==> src/rtl/chs_pkg.sv <==
// Shared types, field positions and the error-to-power helper for the
// CoolHeatSystem thermostat controller.
package chs_pkg;

  typedef enum logic [2:0] {
    ST_OFF   = 3'd0,
    ST_HEAT  = 3'd1,
    ST_COOL  = 3'd2,
    ST_DRAIN = 3'd3,
    ST_FAULT = 3'd4
  } state_e;

  localparam int CONF_EN_BIT   = 7;
  localparam int CONF_MODE_BIT = 6;

  // |err| >> shift, clamped to the 4-bit power range.
  function automatic logic [3:0] sat_lvl(input logic signed [8:0] err,
                                         input int unsigned shift);
    logic [8:0] mag;
    logic [8:0] sh;
    mag = err[8] ? 9'(-err) : 9'(err);
    sh  = mag >> shift;
    return (sh > 9'd15) ? 4'd15 : sh[3:0];
  endfunction

endpackage

==> src/rtl/chs_speed_ramp.sv <==
// Fan speed slew limiter: moves one LSB toward the target every RAMP_DIV
// cycles, with a prescaler clear and an immediate force-to-zero.
module chs_speed_ramp #(
  parameter int RAMP_DIV = 4
) (
  input  logic       clk,
  input  logic       rst,
  input  logic [7:0] target_i,
  input  logic       clr_i,
  input  logic       zero_i,
  output logic [7:0] speed_o
);

  localparam int PW = (RAMP_DIV > 1) ? $clog2(RAMP_DIV) : 1;

  logic [PW-1:0] pre_q, pre_d;
  logic [7:0]    speed_q, speed_d;
  logic          step_s;

  always_comb begin
    step_s  = (pre_q == PW'(RAMP_DIV - 1));
    pre_d   = pre_q + PW'(1);
    speed_d = speed_q;
    if (clr_i || step_s) begin
      pre_d = '0;
    end
    if (zero_i) begin
      speed_d = 8'd0;
    end else if (step_s && (speed_q < target_i)) begin
      speed_d = speed_q + 8'd1;
    end else if (step_s && (speed_q > target_i)) begin
      speed_d = speed_q - 8'd1;
    end
  end

  always_ff @(posedge clk or posedge rst) begin
    if (rst) begin
      pre_q   <= '0;
      speed_q <= 8'd0;
    end else begin
      pre_q   <= pre_d;
      speed_q <= speed_d;
    end
  end

  assign speed_o = speed_q;

endmodule

==> src/rtl/chs_thermostat_ctrl.sv <==
// Hysteresis thermostat: picks heat/cool/off from sampled temperature,
// enforces a drain + dead time between modes and faults on a stale sensor.
module chs_thermostat_ctrl
  import chs_pkg::*;
#(
  parameter int HYST      = 2,
  parameter int ERR_SHIFT = 1,
  parameter int RAMP_DIV  = 4,
  parameter int DEAD_CYC  = 20,
  parameter int TIMEOUT   = 1000
) (
  input  logic       clk,
  input  logic       rst,
  input  logic       en,
  input  logic       temp_valid,
  input  logic [7:0] temp,
  input  logic [7:0] setpoint,
  output logic [7:0] chs_conf,
  output logic [7:0] speed,
  output logic [2:0] ctrl_state,
  output logic       fault
);

  localparam int TW = $clog2(TIMEOUT + 1);
  localparam int DW = $clog2(DEAD_CYC + 1);
  localparam logic signed [8:0] HYST_S = 9'(HYST);

  state_e          state_q, state_d;
  logic [7:0]      t_reg_q, t_reg_d;
  logic            t_seen_q, t_seen_d;
  logic [TW-1:0]   to_cnt_q, to_cnt_d;
  logic [DW-1:0]   dead_q, dead_d;
  logic            mode_q, mode_d;
  logic [7:0]      conf_q, conf_d;
  logic            fault_q, fault_d;

  logic signed [8:0] err_s;
  logic [3:0]        lvl_s;
  logic [3:0]        lvl_act_s;
  logic              timeout_s;
  logic [7:0]        target_s;
  logic              ramp_clr_s;
  logic              ramp_zero_s;

  // A valid strobe in the threshold cycle wins over the timeout.
  always_comb begin
    err_s     = $signed({1'b0, t_reg_q}) - $signed({1'b0, setpoint});
    lvl_s     = sat_lvl(err_s, ERR_SHIFT);
    lvl_act_s = (lvl_s == 4'd0) ? 4'd1 : lvl_s;
    timeout_s = !temp_valid && (to_cnt_q == TW'(TIMEOUT));
    t_reg_d   = temp_valid ? temp : t_reg_q;
    t_seen_d  = temp_valid ? 1'b1 : t_seen_q;
    if (temp_valid) begin
      to_cnt_d = '0;
    end else if (to_cnt_q == TW'(TIMEOUT)) begin
      to_cnt_d = to_cnt_q;
    end else begin
      to_cnt_d = to_cnt_q + TW'(1);
    end
  end

  always_comb begin
    state_d = state_q;
    case (state_q)
      ST_OFF: begin
        if (en && t_seen_q && !timeout_s) begin
          if (err_s < -HYST_S) begin
            state_d = ST_HEAT;
          end else if (err_s > HYST_S) begin
            state_d = ST_COOL;
          end else begin
            state_d = ST_OFF;
          end
        end else begin
          state_d = ST_OFF;
        end
      end
      ST_HEAT: begin
        if (timeout_s || !en || (err_s >= 9'sd0)) begin
          state_d = ST_DRAIN;
        end else begin
          state_d = ST_HEAT;
        end
      end
      ST_COOL: begin
        if (timeout_s || !en || (err_s <= 9'sd0)) begin
          state_d = ST_DRAIN;
        end else begin
          state_d = ST_COOL;
        end
      end
      ST_DRAIN: begin
        if (dead_q == DW'(DEAD_CYC)) begin
          state_d = timeout_s ? ST_FAULT : ST_OFF;
        end else begin
          state_d = ST_DRAIN;
        end
      end
      ST_FAULT: begin
        state_d = temp_valid ? ST_OFF : ST_FAULT;
      end
      default: begin
        state_d = ST_OFF;
      end
    endcase
  end

  // Dead time only accrues once the fan has actually stopped.
  always_comb begin
    dead_d = '0;
    if ((state_q == ST_DRAIN) && (state_d == ST_DRAIN)) begin
      dead_d = (speed == 8'd0) ? dead_q + DW'(1) : dead_q;
    end
  end

  always_comb begin
    mode_d   = mode_q;
    conf_d   = 8'd0;
    target_s = 8'd0;
    fault_d  = 1'b0;
    case (state_q)
      ST_HEAT: begin
        mode_d   = 1'b0;
        conf_d   = {1'b1, 1'b0, 2'b00, lvl_act_s};
        target_s = {lvl_act_s, 4'b0000};
      end
      ST_COOL: begin
        mode_d   = 1'b1;
        conf_d   = {1'b1, 1'b1, 2'b00, lvl_act_s};
        target_s = {lvl_act_s, 4'b0000};
      end
      ST_DRAIN: begin
        conf_d[CONF_EN_BIT]   = 1'b1;
        conf_d[CONF_MODE_BIT] = mode_q;
      end
      ST_FAULT: begin
        fault_d = 1'b1;
      end
      default: begin
        conf_d = 8'd0;
      end
    endcase
    ramp_clr_s  = (state_d == ST_DRAIN) && (state_q != ST_DRAIN);
    ramp_zero_s = (state_d == ST_FAULT);
  end

  always_ff @(posedge clk or posedge rst) begin
    if (rst) begin
      state_q  <= ST_OFF;
      t_reg_q  <= 8'd0;
      t_seen_q <= 1'b0;
      to_cnt_q <= '0;
      dead_q   <= '0;
      mode_q   <= 1'b0;
      conf_q   <= 8'd0;
      fault_q  <= 1'b0;
    end else begin
      state_q  <= state_d;
      t_reg_q  <= t_reg_d;
      t_seen_q <= t_seen_d;
      to_cnt_q <= to_cnt_d;
      dead_q   <= dead_d;
      mode_q   <= mode_d;
      conf_q   <= conf_d;
      fault_q  <= fault_d;
    end
  end

  chs_speed_ramp #(
    .RAMP_DIV(RAMP_DIV)
  ) u_ramp (
    .clk     (clk),
    .rst     (rst),
    .target_i(target_s),
    .clr_i   (ramp_clr_s),
    .zero_i  (ramp_zero_s),
    .speed_o (speed)
  );

  assign chs_conf   = conf_q;
  assign ctrl_state = state_q;
  assign fault      = fault_q;

endmodule
==> config.mk <==
export PLATFORM = sky130hd
export DESIGN_NAME = chs_thermostat_ctrl
export DESIGN_NICKNAME = d
export VERILOG_FILES = /design/src/rtl/chs_pkg.sv /design/src/rtl/chs_speed_ramp.sv /design/src/rtl/chs_thermostat_ctrl.sv
export SDC_FILE = /design/constraint.sdc
export NUM_CORES = 1
export LEC_CHECK = 0
export CORE_MARGIN = 5
export CORE_UTILIZATION = 35
export DETAILED_ROUTE_END_ITERATION = 10
export GPL_TIMING_DRIVEN = 0
export SYNTH_ARGS = -nofsm -noshare
export SYNTH_HDL_FRONTEND = slang
export SYNTH_HIERARCHICAL = 1
export SYNTH_SLANG_ARGS = --single-unit
==> constraint.sdc <==
create_clock -name clk -period 5.2 [get_ports clk]
set_input_delay 1.56 -clock clk [delete_from_list [all_inputs] [get_ports clk]]
set_output_delay 1.56 -clock clk [all_outputs]
set_load 0.02 [all_outputs]
======== Word-level counts from Yosys, hierarchy flattened ========
Index checks and enable logic that the tools add are counted.
operators by class
  muxes and demuxes ....................... 25
  $lt $le $gt $ge ......................... 7
  add/subtract/negate cells ............... 7
  reductions and logical operators ........ 20
  eq/ne operators ......................... 12
operators by type and width
  cell                     count
  $mux W8                  4
  $mux W10                 2
  $pmux W3 S5              1
  $mux W3                  4
  $mux W4                  3
  $add A10 B1 Y10 const B  1
  $eq A10 B10 Y1 const B   1
  $mux W5                  2
  $eq A3 B2 Y1 const B     3
  $ge A9 B1 Y1 const B     1
  $gt A9 B3 Y1 const B     1
  $le A9 B1 Y1 const B     1
  $lt A9 B2 Y1 const B     1
  $mux W9                  1
  $neg A9 Y9               1
  $sub A8 B8 Y9            1
  $add A8 B1 Y8 const B    1
  $gt A8 B4 Y1 const B     1
  $gt A8 B8 Y1             1
  $logic_not A8 Y1         1
  $lt A8 B8 Y1             1
  $mux W2                  4
  $sub A8 B1 Y8 const B    1
  $logic_and A1 B1 Y1      7
  other kinds (19)         26
storage, ports and cells
  input bits .............................. 20
  output and inout port bits .............. 20
  word-level logic and storage cells ...... 81
  register bits after elaboration ......... 47

======== Logic depth before layout (Yosys ltp) ========
  depth after elaboration ................. 13
  gate-level depth with buffers ........... 24
  mapped depth without buffers ............ 22

======== Modules after synthesis ========
Netlist, hierarchy kept.
by module, submodules not included
  module               area an instance (µm²)  cells each  times used  sequential area each (µm²)
  chs_thermostat_ctrl  2,313.5                 251         1           875.8
  chs_speed_ramp       915.9                   104         1           250.2

======== Worst setup path before layout ========
OpenSTA, ideal clock, no wires.
  path type ............................... input to register
  start point ............................. input setpoint[3]
  end point ............................... register u_ramp.speed_q[6], in the netlist u_ramp/speed_o[6]
  arrival ................................. 6.174 ns
  path slack .............................. -1.094 ns
  required time ........................... 5.080 ns
  stages .................................. 23
  buffers on the path ..................... 3
  setup time .............................. 0.120 ns
  cell sequence ........................... inv_1 ha_1 buf_6 a21o_1 a21o_1 o2111a_2 or2_1 buf_6 o311ai_1 xor2_1 o32ai_1 inv_1 ha_1 a21o_1 a21o_1 a221o_1 buf_6 ha_1 nor2b_1 o31a_1 o21a_1 or3_1 a31o_1
between the ends
  longest elaborated chain between the ends .. 12
  elaborated cells on any way between the ends .. 28
  classes of those cells .................. add/sub (2); order compare (7); eq/ne (1); mux (12); reduce/logical (6)
RTL lines
  element                 RTL line                    text
  start: declaration      chs_thermostat_ctrl.sv:17   input logic [7:0] setpoint,
  $sub A8 B8 Y9 (*)       chs_thermostat_ctrl.sv:47   err_s = $signed({1'b0, t_reg_q}) - $signed({1'b0, setpoint});
  $neg A9 Y9              chs_pkg.sv:21               mag = err[8] ? 9'(-err) : 9'(err);
  $mux W9                 chs_pkg.sv:21
  $gt A8 B4 Y1            chs_pkg.sv:23               return (sh > 9'd15) ? 4'd15 : sh[3:0];
  $mux W4                 chs_pkg.sv:23
  $logic_not A4 Y1        chs_thermostat_ctrl.sv:49   lvl_act_s = (lvl_s == 4'd0) ? 4'd1 : lvl_s;
  $mux W4                 chs_thermostat_ctrl.sv:49
  $mux W8                 chs_thermostat_ctrl.sv:121  case (state_q)
  $lt A8 B8 Y1            chs_speed_ramp.sv:29        end else if (step_s && (speed_q < target_i)) begin
  $logic_and A1 B1 Y1     chs_speed_ramp.sv:29
  $mux W8                 chs_speed_ramp.sv:29
  $mux W8                 chs_speed_ramp.sv:27        if (zero_i) begin
  end signal: assignment  chs_speed_ramp.sv:42        speed_q <= speed_d;
  end: declaration        chs_speed_ramp.sv:17        logic [7:0] speed_q, speed_d;
Mark *: on every way between the ends. The rest lies on a longest branch, timed or not.
A chain may end at the register's enable or synchronous reset.

======== Worst setup path in the final report ========
  start point ............................. input setpoint[3]
  end point ............................... register u_ramp.speed_q[7], in the netlist u_ramp/speed_o[7]
Same word-level chain as after synthesis.

==> results.md <==
* Die Span Y at 106.1 µm
* Die ar. at 11250 µm²
* Status: complete, but fails checks
* Fmax at 0.1718 GHz
* Slew at the pin closest to its max-slew limit at 678.2 ps
* Simple-gate share of the synthesized area at 0.1744
* Final hold vios at 0
* Global route overflow at 0
* Via density at 5.082
* Via count at 2800
* Adder-cell area share of the yosys netlist at 0.1186
* Number of synthesized flops with an enable pin at 0
* Top FF cell, synth: dfrtp_1
* Top cells by area, synth: dfrtp_1 (35%), ha_1 (11%), nor2_1 (4.1%)
* Area leader, netlist: dfrtp_1
* Number of max-cap violations at 0
* Syn Inst Count at 355
* GRT Total Usage at 0.1462
* Post-synth cell types at 67
* DRC at 0
* Routed len/inst at 14.42 µm
* Fin worst setup slack at -621.4 ps
* Combinational family with the most area after synthesis: compound AO/OA/AOI/OAI gates
* H-tree depth at 2
* Fill cells at 861
* Startpoint Class: primary input
* Synth Register Bits at 45
* Largest net degree at the start of global routing at 23
* Commonest non-fill, non-tap cell in the layout: dfrtp_1
* Failing checks: setup timing
* Power, Total at 2.074 mW
* Unrepaired setup endpoints after global routing: true
* Crit Path Max Fanout at 6
* Share of post-route cells with drive strength above 1 at 0.3023
* Vias in the first global route at 2944
* Initial core utilization at 0.3545
* Hold buffers post-CTS at 0
* YS warnings at 6
* First-pass GRT wire length at 13690 µm
* Num CTS Buffers at 5
* Cell Area, Synth at 3229 µm²
* Setup violators final at 6
* Clock Skew at 10.91 ps
* Final Max Tran Viols at 0
* Final period util at 1.119
* Commonest cells after routing, fill and taps aside: dfrtp_1 (45), buf_4 (36), nor2_1 (34)
* Pre-CTS setup slack at -1778 ps
* Cell Pwr Density at 448.8 nW/µm²
* IO Pins at 40
* GP Congestion at 0.8119
* NumNets Final at 489
* WP data required at 5380 ps
* Mux cell area share after synthesis at 0.04029
* 1st-iter DRT viols at 116
* # clock sinks at 45
* Clk root buf: clkbuf_8
* Area of the core at 9109 µm²
* Port-buffer cells at 37
* Sequential share of the synthesized area at 0.3487
* Area grow syn2layout at 43.12%
* Top cell type's share of synthesized area at 0.3487
* Syn Area/Cell at 9.097 µm²
* Compound-cell area share of the yosys netlist at 0.1852
* Clock transition at path regs at 80 ps
* Hold Path Stages at 1
* Critical path class: in -> reg
* Leakage power at 1.965 nW
* Worst-Skew Late Latency at 300 ps
* DRT Pass-1 Iters at 4
* Fraction of registers with async set/reset at 1.000
* Worst setup startpoint: setpoint[3]
* Worst r2r path cells at 20
* Final wirelength at 7943 µm
* Ant. Diodes at 0
* Critical Path Sink: u_ramp/speed_o[7]$_DFFE_PP0P_
* Hold WC Path Type: reg -> reg
* Hold WS at 438.2 ps
* Maximum vdd drop at 0.4226 mV
* FF-to-FF Start: t_reg_q[3]$_DFFE_PP0P_
* ANT nets after route at 0
* Initial antenna violation count at 0
* Clock buffer depth at 2
* R2r endpoint: u_ramp/speed_o[7]$_DFFE_PP0P_
* Critical path endpoint category: register
* Fin crit period at 5821 ps
* Xor-xnor portion of the synthesized cell area at 0.06780
* Hpwl dp at 5552 µm
* Die W at 106.1 µm
* Worst reg-to-reg setup slack at 300 ps
* WP data arrival at 6000 ps
* Rows at 35
* Slew HR at 0.5441
* CTS tree: done
[critical path: stages]
cell and delay, ps:
buf_8 90, clkinv_8 40, ha_4 200, a21o_1 160, a21o_1 210, o2111a_2 310
or2_4 260, o311ai_4 310, xor2_2 130, o32ai_2 300, inv_1 70, ha_2 180
a21o_1 170, a21o_1 190, a221o_1 360, buf_12 170, ha_4 230, o211ai_1 240
o211ai_1 170, and2_1 180, mux2i_1 140, mux2_1 330
[where the power goes]
part / leakage, nW / total (mW) / internal [mW] / switching (mW)
Combinational: 1.36 / 1.33 / 0.714 / 0.616
Clock: 0.0512 / 0.235 / 0.108 / 0.127
Sequential: 0.556 / 0.509 / 0.419 / 0.0894
Total: 1.97 / 2.07 / 1.24 / 0.833
[synth_stat cells (6+ instances only)]
library cell	instances
nand3_1	14
a21oi_1	17
nor3_1	7
xor2_1	15
inv_1	33
nor2_1	35
a21o_1	9
mux2_2	7
ha_1	29
dfrtp_1	45
o21a_1	6
nand2_1	17
o21ai_0	17
clkbuf_1	8
xnor2_1	10
[routing by layer]
layer | part of all wire | GRT usage
met5 | 0 | 0
met3 | 0.036 | 0.02975
met1 | 0.45 | 0.1784
met2 | 0.50 | 0.2655
met4 | 0.013 | 0.03145
[how the worst min path moves through the flow]
stage	to	slack [ps]	start
6_report	u_ramp/pre_q[0]$_DFF_PP0_	440	u_ramp/pre_q[0]$_DFF_PP0_
5_1_grt	u_ramp/pre_q[0]$_DFF_PP0_	480	u_ramp/pre_q[0]$_DFF_PP0_
4_1_cts	u_ramp/pre_q[0]$_DFF_PP0_	440	u_ramp/pre_q[0]$_DFF_PP0_
3_5_place_dp	u_ramp/pre_q[0]$_DFF_PP0_	420	u_ramp/pre_q[0]$_DFF_PP0_
3_3_place_gp	u_ramp/pre_q[0]$_DFF_PP0_	420	u_ramp/pre_q[0]$_DFF_PP0_
2_1_floorplan	u_ramp/pre_q[0]$_DFF_PP0_	410	u_ramp/pre_q[0]$_DFF_PP0_
[stage by stage]
stage          utilization  instances  instance area [µm²]  TNS [ps]
6_report            0.5074        551                 4622     -2130
5_1_grt             0.5074        551                 4622     -3356
4_1_cts             0.4909        543                 4472     -2400
3_5_place_dp        0.4297        509                 3914    -11050
3_3_place_gp        0.4266        508                 3886    -10950
2_1_floorplan            -        360                 3377     -2992
[flip-flops by register name, indices dropped and copies added (netlist names)]
| name | count |
|---|---|
| ctrl_state | 3 |
| chs_conf | 6 |
| t_seen_q | 1 |
| u_ramp/speed_o | 8 |
| u_ramp/pre_q | 2 |
| dead_q | 5 |
| t_reg_q | 8 |
| mode_q | 1 |
| fault | 1 |
| to_cnt_q | 10 |
[cell families (layout without fill, tap and decap cells)]
family                     Yosys count  in the layout
and+or+nand+nor                    110            110
adders and majority gates           30             30
DFF                                 45             45
xor gates and xnor gates            25             25
AOI/OAI and AO/OA                   85             85
buffers and inverters               47            127
other                                1              6
muxes                               12             12
[layout make-up]
type / count / area, µm² / area share
Inverter: 34 / 147.6 / 0.03194
Timing Repair Buffer: 77 / 705.7 / 0.1527
Clock buffer: 6 / 82.58 / 0.01787
Multi-Input combinational cell: 268 / 2354 / 0.5092
Sequential cell: 45 / 1126 / 0.2436
Clock inverter: 2 / 13.76 / 0.002978
Buffer: 8 / 53.80 / 0.01164
Tap cell: 111 / 138.9 / 0.03005
[repair_timing]
action	4_1_cts	5_1_grt
setup endpoints to repair	8	8
resized for setup	66	25
pin swaps	42	45
setup buffers	30	9
(Power assumes the default switching activity.)
